### config.mk
export PLATFORM = sky130hd
export DESIGN_NAME = imm_gen_arbiter
export DESIGN_NICKNAME = d
export VERILOG_FILES = /design/src/rtl/imm_gen_arbiter.sv
export SDC_FILE = /design/constraint.sdc
export NUM_CORES = 1
export LEC_CHECK = 0
export CORE_MARGIN = 5
export CORE_UTILIZATION = 45
export CTS_BUF_LIST = sky130_fd_sc_hd__clkbuf_16
export DETAILED_ROUTE_END_ITERATION = 6
export PLACE_DENSITY_LB_ADDON = 0.05
export SKIP_LAST_GASP = 1
export SLEW_MARGIN = 20
export SYNTH_ARGS = -nofsm -noshare
export SYNTH_HDL_FRONTEND = slang
export SYNTH_SLANG_ARGS = --single-unit
### constraint.sdc
create_clock -name clk -period 1.86 [get_ports clk]
set_input_delay 0.279 -clock clk [delete_from_list [all_inputs] [get_ports clk]]
set_output_delay 0.279 -clock clk [all_outputs]
set_load 0.02 [all_outputs]
### src/rtl/imm_gen_arbiter.sv
// imm_gen_arbiter: round-robin arbiter that lets two immediate consumers share one
// external 12-bit to 32-bit sign extender. For each grant it captures the instruction,
// decodes the format, drives the extender for one cycle, and holds the registered
// result behind a valid/ready port.
module imm_gen_arbiter #(
    parameter int unsigned XLEN    = 32,
    parameter int unsigned NUM_REQ = 2
) (
    input  logic               clk,
    input  logic               rst_n,
    input  logic [NUM_REQ-1:0] req_valid,
    output logic [NUM_REQ-1:0] req_ready,
    input  logic [XLEN-1:0]    req_instr0,
    input  logic [XLEN-1:0]    req_instr1,
    output logic [11:0]        ext_in,
    input  logic [XLEN-1:0]    ext_out,
    output logic               imm_valid,
    input  logic               imm_ready,
    output logic [XLEN-1:0]    imm_out,
    output logic               imm_id,
    output logic [2:0]         imm_fmt
);

    typedef enum logic [1:0] {
        IDLE   = 2'd0,
        EXTEND = 2'd1,
        HOLD   = 2'd2
    } state_t;

    localparam logic [2:0] FMT_I   = 3'b000;
    localparam logic [2:0] FMT_S   = 3'b001;
    localparam logic [2:0] FMT_B   = 3'b010;
    localparam logic [2:0] FMT_U   = 3'b011;
    localparam logic [2:0] FMT_J   = 3'b100;
    localparam logic [2:0] FMT_INV = 3'b111;

    state_t            state_q, state_d;
    logic              last_q, last_d;        // requester granted most recently
    logic [XLEN-1:0]   instr_q, instr_d;      // instruction captured on accept
    logic              gnt_id_q, gnt_id_d;    // owner of the in-flight request
    logic              imm_valid_q, imm_valid_d;
    logic [XLEN-1:0]   imm_q, imm_d;
    logic              imm_id_q, imm_id_d;
    logic [2:0]        imm_fmt_q, imm_fmt_d;

    logic              can_accept;
    logic              accept;
    logic              gnt_sel;
    logic [2:0]        fmt_dec;
    logic [11:0]       field_dec;
    logic [XLEN-1:0]   imm_dec;

    // Round-robin grant selection and the combinational accept strobe
    always_comb begin
        can_accept = (state_q == IDLE) || ((state_q == HOLD) && imm_ready);
        if (req_valid[0] && req_valid[1]) begin
            gnt_sel = ~last_q;
        end else begin
            gnt_sel = req_valid[1];
        end
        accept    = can_accept && (|req_valid);
        req_ready = '0;
        if (accept) begin
            req_ready[gnt_sel] = 1'b1;
        end
    end

    // Format decode and immediate assembly from the captured instruction
    always_comb begin
        fmt_dec   = FMT_INV;
        field_dec = '0;
        imm_dec   = '0;
        unique case (instr_q[6:0])
            7'b0010011, 7'b0000011, 7'b1100111, 7'b1110011: begin
                fmt_dec   = FMT_I;
                field_dec = instr_q[31:20];
                imm_dec   = ext_out;
            end
            7'b0100011: begin
                fmt_dec   = FMT_S;
                field_dec = {instr_q[31:25], instr_q[11:7]};
                imm_dec   = ext_out;
            end
            7'b1100011: begin
                fmt_dec   = FMT_B;
                field_dec = {instr_q[31], instr_q[7], instr_q[30:25], instr_q[11:8]};
                imm_dec   = {ext_out[30:0], 1'b0};
            end
            7'b0110111, 7'b0010111: begin
                fmt_dec = FMT_U;
                imm_dec = {instr_q[31:12], 12'b0};
            end
            7'b1101111: begin
                fmt_dec = FMT_J;
                imm_dec = {{11{instr_q[31]}}, instr_q[31], instr_q[19:12],
                           instr_q[20], instr_q[30:21], 1'b0};
            end
            default: begin
                fmt_dec = FMT_INV;
            end
        endcase
        ext_in = (state_q == EXTEND) ? field_dec : '0;
    end

    // Next-state logic: accept, extend, then hold the result until consumed
    always_comb begin
        state_d     = state_q;
        last_d      = last_q;
        instr_d     = instr_q;
        gnt_id_d    = gnt_id_q;
        imm_valid_d = imm_valid_q;
        imm_d       = imm_q;
        imm_id_d    = imm_id_q;
        imm_fmt_d   = imm_fmt_q;

        unique case (state_q)
            IDLE: begin
                if (accept) begin
                    state_d = EXTEND;
                end
            end
            EXTEND: begin
                imm_d       = imm_dec;
                imm_id_d    = gnt_id_q;
                imm_fmt_d   = fmt_dec;
                imm_valid_d = 1'b1;
                state_d     = HOLD;
            end
            HOLD: begin
                if (imm_ready) begin
                    imm_valid_d = 1'b0;
                    state_d     = accept ? EXTEND : IDLE;
                end
            end
            default: begin
                state_d = IDLE;
            end
        endcase

        if (accept) begin
            last_d   = gnt_sel;
            gnt_id_d = gnt_sel;
            instr_d  = gnt_sel ? req_instr1 : req_instr0;
        end
    end

    // State and datapath registers; last_q resets to 1 so requester 0 wins first
    always_ff @(posedge clk or negedge rst_n) begin
        if (!rst_n) begin
            state_q     <= IDLE;
            last_q      <= 1'b1;
            instr_q     <= '0;
            gnt_id_q    <= 1'b0;
            imm_valid_q <= 1'b0;
            imm_q       <= '0;
            imm_id_q    <= 1'b0;
            imm_fmt_q   <= '0;
        end else begin
            state_q     <= state_d;
            last_q      <= last_d;
            instr_q     <= instr_d;
            gnt_id_q    <= gnt_id_d;
            imm_valid_q <= imm_valid_d;
            imm_q       <= imm_d;
            imm_id_q    <= imm_id_d;
            imm_fmt_q   <= imm_fmt_d;
        end
    end

    assign imm_valid = imm_valid_q;
    assign imm_out   = imm_q;
    assign imm_id    = imm_id_q;
    assign imm_fmt   = imm_fmt_q;

endmodule

== Word-level counts from Yosys, hierarchy flattened ==
Cells that the tools add are included.
Cells by class
  order comparisons: 2
  equal/unequal tests: 13
  mux-type cells: 15
  bitwise gates (word level): 1
  reductions and logical operators: 13
Operators by type and width (count)
  32-bit one-hot mux with 4 select lines: 1
  12-bit one-hot mux with 3 select lines: 1
  32-bit 2-to-1 mux: 1
  7-bit == test, second input constant: 4
  3-bit one-hot mux with 5 select lines: 1
  7-bit by 5-bit == test with 1-bit output, second input constant: 2
  7-bit by 6-bit == test with 1-bit output, second input constant: 2
  12-bit 2-to-1 mux: 1
  7-bit by 2-bit == test with 1-bit output, second input constant: 1
  2-bit 2-to-1 mux: 3
  2-bit one-hot mux with 3 select lines: 1
  5-bit OR reduction: 1
  1-bit logical AND: 4
  1-bit 2-to-1 mux: 4
  2-bit != test, second input constant: 2
  2-bit AND reduction: 2
  2-bit OR reduction: 2
  4-bit OR reduction: 1
  2-bit by 1-bit == test with 1-bit output, second input constant: 1
  2-bit == test, second input constant: 1
  2-bit zero test: 1
  1-bit by 2-bit less-than comparator with 1-bit output, second input constant: 1
  1-bit one-hot mux with 2 select lines: 1
  2-bit nonzero test: 1
  other kinds (4): 4
Word-level totals
  register bits after elaboration: 73

== Depth between registers and ports, before layout ==
Gate-level depths: netlist of run 1.
  depth in word-level cells: 7
  mapped depth: 7
  mapped depth without buffers: 4

== Worst setup path before layout of run 1 ==
Ideal clock, no wire load.
  path type: register to output
  start: reg instr_q[6]
  end: out ext_in[0]
  arrival: 1.599 ns
  required time: 1.581 ns
  path slack: -0.018 ns
  cell stages (with the launch flop): 6
  buffers on the path: 1
  cell sequence: dfrtp_1 > buf_1 > or3_1 > o21ai_0 > a32oi_1 > nor2_1
Between the ends
  cells in the longest elaborated chain, start to end: 4
  elaborated cells between the ends (all ways): 9
  classes of those cells: 6 x eq/ne; 2 x mux; 1 x reduce/logical
Ends and longest elaborated chain
  start: declaration: line 39  | logic [XLEN-1:0] instr_q, instr_d;
  start signal: assignment: line 161  | instr_q <= instr_d;
  7-bit by 5-bit == test with 1-bit output, or another cell as far along: line 73  | unique case (instr_q[6:0])
  4-bit OR reduction: line 73
  12-bit one-hot mux with 3 select lines *: line 73
  12-bit 2-to-1 mux *: line 102  | ext_in = (state_q == EXTEND) ? field_dec : '0;
  end: declaration: line 15  | output logic [11:0] ext_in,
Every way passes the cells marked *; elsewhere a longest branch is shown, timed or not.

== Worst setup path in the final report of run 1 ==
  start: reg instr_q[6]
  end: out ext_in[4]
Same word-level chain as after synthesis.

==> parameters.txt, run 1 <==
Parameter                              Value

Outcome
  Run status ... finished with violations
  Failing checks ... negative setup slack

Setup path
  Max FO, Critical Path ... 5
  Type of element launching the critical path ... flop
  Data arrival at the endpoint of the critical path ... 1.82 ns
  CP Capture Type ... output port
  Number of cells on the worst reg-to-reg path ... 6
  Worst Path Required ... 1.58 ns
  Type of the worst setup path ... reg -> out

Timing
  Final setup violating endpoints ... 12
  Maximum clock skew at final layout ... 0.00790 ns
  Setup ws final ... -0.241 ns
  Final hold violation count ... 0
  Unrepaired setup endpoints after global routing ... yes
  Final worst path period need ... 2.10 ns
  Least-Margin Pin Slew ... 0.477 ns
  Ratio of final minimum period to clock period ... 1.13
  Worst hold margin ... 0.452 ns
  Slew Limit Headroom ... 0.682
  Max-slew violations ... 0
  Upper clock frequency limit ... 476 MHz

Logic synthesis
  Most numerous cell in the Yosys netlist ... dfrtp_1
  Area leader, netlist ... dfrtp_1
  Most frequent cells after synthesis ... dfrtp_1, nor2_1, a22o_1
  Yosys cell types ... 45
  Register bit total from synthesis ... 73
  Post-synthesis async set-or-reset flop share ... 1.00
  Leading post-synthesis cells by cell area ... dfrtp_1, a22o_1, a21o_1
  Total number of yosys warnings ... 0
  Post-Synthesis Cells ... 391
  Area share of the largest cell type after synthesis ... 0.450
  Syn_nets ... 492
  Sequential share of the synthesized area ... 0.457
  Average instance area after synthesis ... 10.2 um^2
  Ys flop type ... dfrtp_1
  EDFF count, synth ... 0
  Cell Area, Synth ... 4000 um^2

Power and ir drop
  Worst ir drop on vdd ... 0.989 mV
  Power density over the cells ... 1640 nW/um^2
  Proportion of power drawn by flip-flops and latches ... 0.286
  Proportion of total power due to net switching ... 0.408
  Power Internal ... 0.00624 W
  Pleak ... 2.77 nW
  Clock share of power ... 0.156
  Sw Pwr ... 0.00430 W
  Combinational power share ... 0.558

Clock network
  CTS Buf Count ... 9
  H-tree Lvls ... 3
  CTS Root Buffer Type ... clkbuf_16
  Clk pin slew, worst setup/hold paths ... 0.06 ns
  Number of clock sinks ... 73
  Maximum number of buffers from clock root to sink ... 2
  Clock latency on the worst-skew pair ... 0.33 ns
  CTS tree ... done

Global routing
  Final global-route overflow total ... 0
  Largest net degree at the start of global routing ... 47
  Initial antenna violation count ... 0
  Number of global-route vias before repair ... 4076
  GR Util All Layers ... 0.240
  Busiest metal layer after global routing ... met2
  Met3 GRT Util ... 0.0441
  First-pass GRT wire length ... 21400 um
  Global-route track usage on met1 ... 0.326
  M2 GR Usage ... 0.391

Floorplanning
  I/O pins ... 152
  Y dimension of the die ... 104 um
  Starting utilization of the core area ... 0.461
  Horiz. Die Dim ... 104 um
  Count of standard-cell rows ... 34
  Die Footprint ... 10900 um^2
  Area of the core ... 8680 um^2

Layout
  Final #Nets ... 670
  Area of all placed cells without fillers ... 6420 um^2
  Cell Count, Final, Fillers Out ... 681
  Area growth syn-to-layout ... 60.4%
  Antenna Cells ... 0
  Fillcell total ... 662
  Fraction of final layout cells with drive strength greater than 1 ... 0.237

Detailed routing
  First-pass iteration count of the detailed router ... 5
  Vias per cell ... 6.08
  Wirelength per Cell ... 20.5 um
  Antenna Violating Nets Remaining ... 0
  Starting DRT DRC Count ... 283
  Number of DRC violations after detailed routing ... 0
  Wirelength, routed ... 14000 um
  Vias ... 4138

Placed design
  Post-detail-place hpwl ... 9720 um
  Placer's final routability congestion estimate ... 0.891
  Count of input and output buffers ... 151
  Placed Cells incl. Taps ... 655
  Placed instance area ... 5820 um^2

Min path
  Path type of the worst min-delay path ... in -> async

Flow run
  Number of max-capacitance violations reported ... 0
==> repair_timing <==
action / in CTS / in global routing
hold buffers: 1 / 0
pin swaps: 5 / 7
resized for setup: 74 / 37
buffers inserted: 3 / 4
setup endpoints to repair: 32 / 34
endpoints found under the hold margin: 32 / 0
cloned: 0 / 3
==> state kept, by name, indices dropped and copies added, names as in the netlist <==
signal and count:
imm_id 1, instr_q 32, imm_out 32, gnt_id_q 1, state_q 2, last_q 1, imm_fmt 3, imm_valid 1
==> through the flow <==
| step | worst slack [ns] | total power, W | TNS, ns | utilization |
|---|---|---|---|---|
| detailed placement | -0.353 | 0.00810 | -9.22 | 0.671 |
| global placement | -0.340 | 0.00799 | -5.81 | 0.671 |
| finish | -0.241 | 0.0105 | -1.99 | 0.740 |
| CTS | -0.243 | 0.00992 | -1.96 | 0.710 |
| global route | -0.313 | 0.0111 | -2.99 | 0.740 |
| floorplan | 0.00358 | 0.00583 | 0 | - |
==> cells by family after synthesis <==
logic type	synth area share
AND/OR/NAND/NOR	0.117
buffers and inverters	0.0625
flip-flops	0.457
XOR/XNOR	0.00219
AO/OA/AOI/OAI	0.345
multiplexers	0.0166
==> cell type report <==
type | count | area, um^2 | area share
clock buffer | 9 | 225 | 0.0351
clock inverter | 6 | 51.3 | 0.00799
inverter | 4 | 15.0 | 0.00234
multi-input combinational | 274 | 2150 | 0.336
sequential | 73 | 1830 | 0.285
tap | 108 | 135 | 0.0210
timing repair buffer | 207 | 2010 | 0.313
==> critical path, cell delays in order (launching register included) <==
cell and delay [ns]:
dfrtp_1 0.41, or3_1 0.40, o21ai_2 0.15, a32oi_1 0.18, nor2_2 0.10, clkdlybuf4s15_2 0.26
==> metal layers <==
layer | share of wire | vias up
met2 | 0.50 | 187
met1 | 0.42 | 2052
li1 | - | 1876
met3 | 0.064 | 23
met5 | 0 | -
met4 | 0.019 | 0
==> cells in the final DEF (no fill, tap or decap), types with 2 or more instances in the layout <==
master,n
a21oi_1,13
clkinv_1,2
a32oi_2,3
a22o_1,42
a211oi_2,2
a221oi_1,3
a21o_1,36
nand2b_1,2
and3b_1,2
a221oi_4,2
clkdlybuf4s50_1,136
nor2_2,6
a311oi_1,8
nand3_1,23
a311oi_2,3
a221oi_2,4
mux2_2,5
and2_1,2
buf_4,52
dfrtp_2,2
a22oi_2,11
buf_12,4
a32oi_1,18
dfrtp_1,70
a31oi_1,4
nor2_1,39
o21ai_0,3
inv_1,5
a211oi_1,7
nor2_4,3
clkbuf_16,10
nand2_1,10
clkinv_2,2
buf_6,8
clkdlybuf4s15_2,2
==> path summary, 6_finish.rpt <==
path                                  from     endpoint  slack [ns]
worst max-delay path            instr_q[6]    ext_in[4]       -0.24
worst min-delay path                 rst_n   imm_out[7]        0.45
worst max register to register  instr_q[6]  imm_out[12]        0.04
worst min register to register    gnt_id_q       imm_id        0.47
max in group asynchronous            rst_n  instr_q[21]        0.83
min in group clk                  gnt_id_q       imm_id        0.47
==> power groups by stage <==
stage	logic, W	registers (W)	clock network [W]
after CTS	0.00528	0.00297	0.00167
final	0.00588	0.00301	0.00164
after global routing	0.00626	0.00309	0.00173
after detailed placement	0.00513	0.00298	0
after floorplan	0.00260	0.00323	0
after global placement	0.00503	0.00296	0
(Power assumes the default switching activity.)
==> inputs of run 2 (changes only) <==
--- a/config.mk
+++ b/config.mk
@@ -5,8 +5,10 @@
 export SDC_FILE = /design/constraint.sdc
 export NUM_CORES = 1
 export LEC_CHECK = 0
+export CELL_PAD_IN_SITES_DETAIL_PLACEMENT = 1
+export CELL_PAD_IN_SITES_GLOBAL_PLACEMENT = 1
 export CORE_MARGIN = 5
-export CORE_UTILIZATION = 45
+export CORE_UTILIZATION = 33
 export CTS_BUF_LIST = sky130_fd_sc_hd__clkbuf_16
 export DETAILED_ROUTE_END_ITERATION = 6
 export PLACE_DENSITY_LB_ADDON = 0.05
==> run 2 against run 1 <==
- the run still ends with negative setup slack left
- critical path depth did not move
- sequential share of layout area fell by 0.29 points
- maximum frequency rose by 2.9%
- sequential power barely moved
- first-iteration DRC count fell by 12%
- clock power fell by 6%
- final area rose by 1.0%
- power barely moved
- largest power group unchanged
==> parameters.txt, run 2 (synthesis results as in run 1) <==
Parameter                              Value

Outcome
  Run status ... finished with violations
  Failing checks ... negative setup slack

Setup path
  Number of cells on the worst reg-to-reg path ... 7
  Slowest cell delay on critical path ... 0.46 ns
  Max FO, Critical Path ... 6
  WP buf/inv ... 1
  Critical R2R Capture ... imm_out[15]
  CP Depth ... 5
  Gate family responsible for the most delay along the worst path ... simple AND/OR/NAND/NOR gates
  Worst Path Required ... 1.58 ns
  Register-to-register setup slack ... -0.01 ns
  Cell-by-cell listing of the critical path ... and4bb_2, and3b_2, a32oi_1, nor2_2, buf_2
  CP Capture Type ... output port
  Type of the worst setup path ... reg -> out
  Data arrival at the endpoint of the critical path ... 1.76 ns
  Max stage delay cell, worst path ... dfrtp_2
  Type of element launching the critical path ... flop
  Crit Reg-Reg Startpoint ... instr_q[2]

Layout
  Antenna Cells ... 0
  Leading cell type in the layout, fill and taps excluded ... clkdlybuf4s50_1
  Most frequent cells in the layout ... clkdlybuf4s50_1, dfrtp_1, buf_4, a22o_1, nor2_1
  Area growth syn-to-layout ... 62.1%
  Final #Nets ... 680
  Area of all placed cells without fillers ... 6490 um^2
  Fillcell total ... 1323
  Fraction of final layout cells with drive strength greater than 1 ... 0.247

Clock network
  Maximum number of buffers from clock root to sink ... 2
  CTS Root Buffer Type ... clkbuf_16
  Clk pin slew, worst setup/hold paths ... 0.06 ns
  Number of clock sinks ... 73
  CTS tree ... done
  H-tree Lvls ... 3
  CTS Buf Count ... 9
  Clock latency on the worst-skew pair ... 0.33 ns

Detailed routing
  Antenna Violating Nets Remaining ... 0
  Starting DRT DRC Count ... 248
  Vias per cell ... 5.62
  First-pass iteration count of the detailed router ... 4
  Number of DRC violations after detailed routing ... 0
  Wirelength per Cell ... 22.0 um
  Vias ... 4111
  Wirelength, routed ... 16100 um

Timing
  Upper clock frequency limit ... 490 MHz
  Slew Limit Headroom ... 0.732
  Final worst path period need ... 2.04 ns
  Least-Margin Pin Slew ... 0.402 ns
  Final setup violating endpoints ... 14
  Maximum clock skew at final layout ... 0.00571 ns
  Final hold violation count ... 0
  Setup ws final ... -0.182 ns
  Max-slew violations ... 0
  Ratio of final minimum period to clock period ... 1.10
  Worst hold margin ... 0.405 ns
  Unrepaired setup endpoints after global routing ... yes

Floorplanning
  Starting utilization of the core area ... 0.335
  Y dimension of the die ... 120 um
  Area of the core ... 12000 um^2
  I/O pins ... 152
  Count of standard-cell rows ... 40
  Die Footprint ... 14400 um^2
  Horiz. Die Dim ... 120 um

Global routing
  Number of global-route vias before repair ... 4348
  Initial antenna violation count ... 0
  First-pass GRT wire length ... 24200 um
  GR Util All Layers ... 0.215
  Largest net degree at the start of global routing ... 47
  Final global-route overflow total ... 0

Flow run
  Number of max-capacitance violations reported ... 0

Placed design
  Count of input and output buffers ... 151
  Post-detail-place hpwl ... 11400 um
  Worst Setup Slack post-DPL ... -0.479 ns
  Placed instance area ... 5920 um^2
  Placer's final routability congestion estimate ... 0.810

Power and ir drop
  Worst ir drop on vdd ... 0.713 mV
  Power density over the cells ... 1630 nW/um^2
  Pleak ... 2.80 nW

Min path
  Path type of the worst min-delay path ... in -> async
run 2: changes by cell type in the layout (fill, tap and decap cells not counted), sizes merged:
| cell | before | now |
|---|---|---|
| a22o | 44 | 43 |
| buf | 65 | 78 |
| bufinv | 1 | 0 |
| clkdlybuf4s15 | 2 | 0 |
| clkinv | 4 | 3 |
| clkinvlp | 0 | 1 |
| inv | 5 | 7 |
run 2: where the power goes:
group          switching, W  leakage, nW  internal [W]  total (W)
Combinational       0.00309         1.77       0.00291    0.00600
Clock              0.000658        0.139      0.000880    0.00154
Sequential         0.000649        0.893       0.00235    0.00300
Total               0.00440         2.80       0.00615     0.0105
run 2: routing by layer:
metal	GRT usage	routed length [um]	up-vias
li1	-	-	1892
met1	0.283	6980	2075
met2	0.367	8100	129
met3	0.0377	774	15
met4	0.0494	207	0
met5	0	0	-
run 2: how the worst max path moves through the flow:
stage	startpoint	endpoint	slack, ns
detailed placement	instr_q[2]	ext_in[1]	-0.48
global placement	instr_q[2]	ext_in[4]	-0.40
CTS	instr_q[2]	ext_in[1]	-0.19
floorplan	instr_q[4]	ext_in[10]	0.004
global route	instr_q[2]	ext_in[5]	-0.27
finish	instr_q[2]	ext_in[2]	-0.18
run 2: what timing repair did:
| action | 4_1_cts | 5_1_grt |
|---|---|---|
| endpoints found under the setup margin | 47 | 35 |
| hold buffers | 1 | 0 |
| resized for setup | 85 | 32 |
| gates cloned | 1 | 2 |
| setup buffers | 6 | 5 |
| endpoints found under the hold margin | 22 | 0 |
| pin swaps | 5 | 15 |
run 2: stage by stage:
step | power (W) | util | instances | TNS, ns
after floorplan | 0.00583 | - | 391 | 0
after global placement | 0.00818 | 0.495 | 701 | -5.23
after detailed placement | 0.00833 | 0.495 | 701 | -10.18
after CTS | 0.0101 | 0.525 | 724 | -1.80
after global routing | 0.0112 | 0.542 | 731 | -3.67
final | 0.0105 | 0.542 | 731 | -1.84
run 2: cell type report:
cell class	count	area (um^2)	area share
Sequential cell	73	1830	0.282
Tap cell	147	184	0.0284
Multi-Input combinational cell	273	2080	0.321
Timing Repair Buffer	218	2120	0.326
Clock inverter	7	33.8	0.00521
Inverter	4	15.0	0.00231
Clock buffer	9	225	0.0347
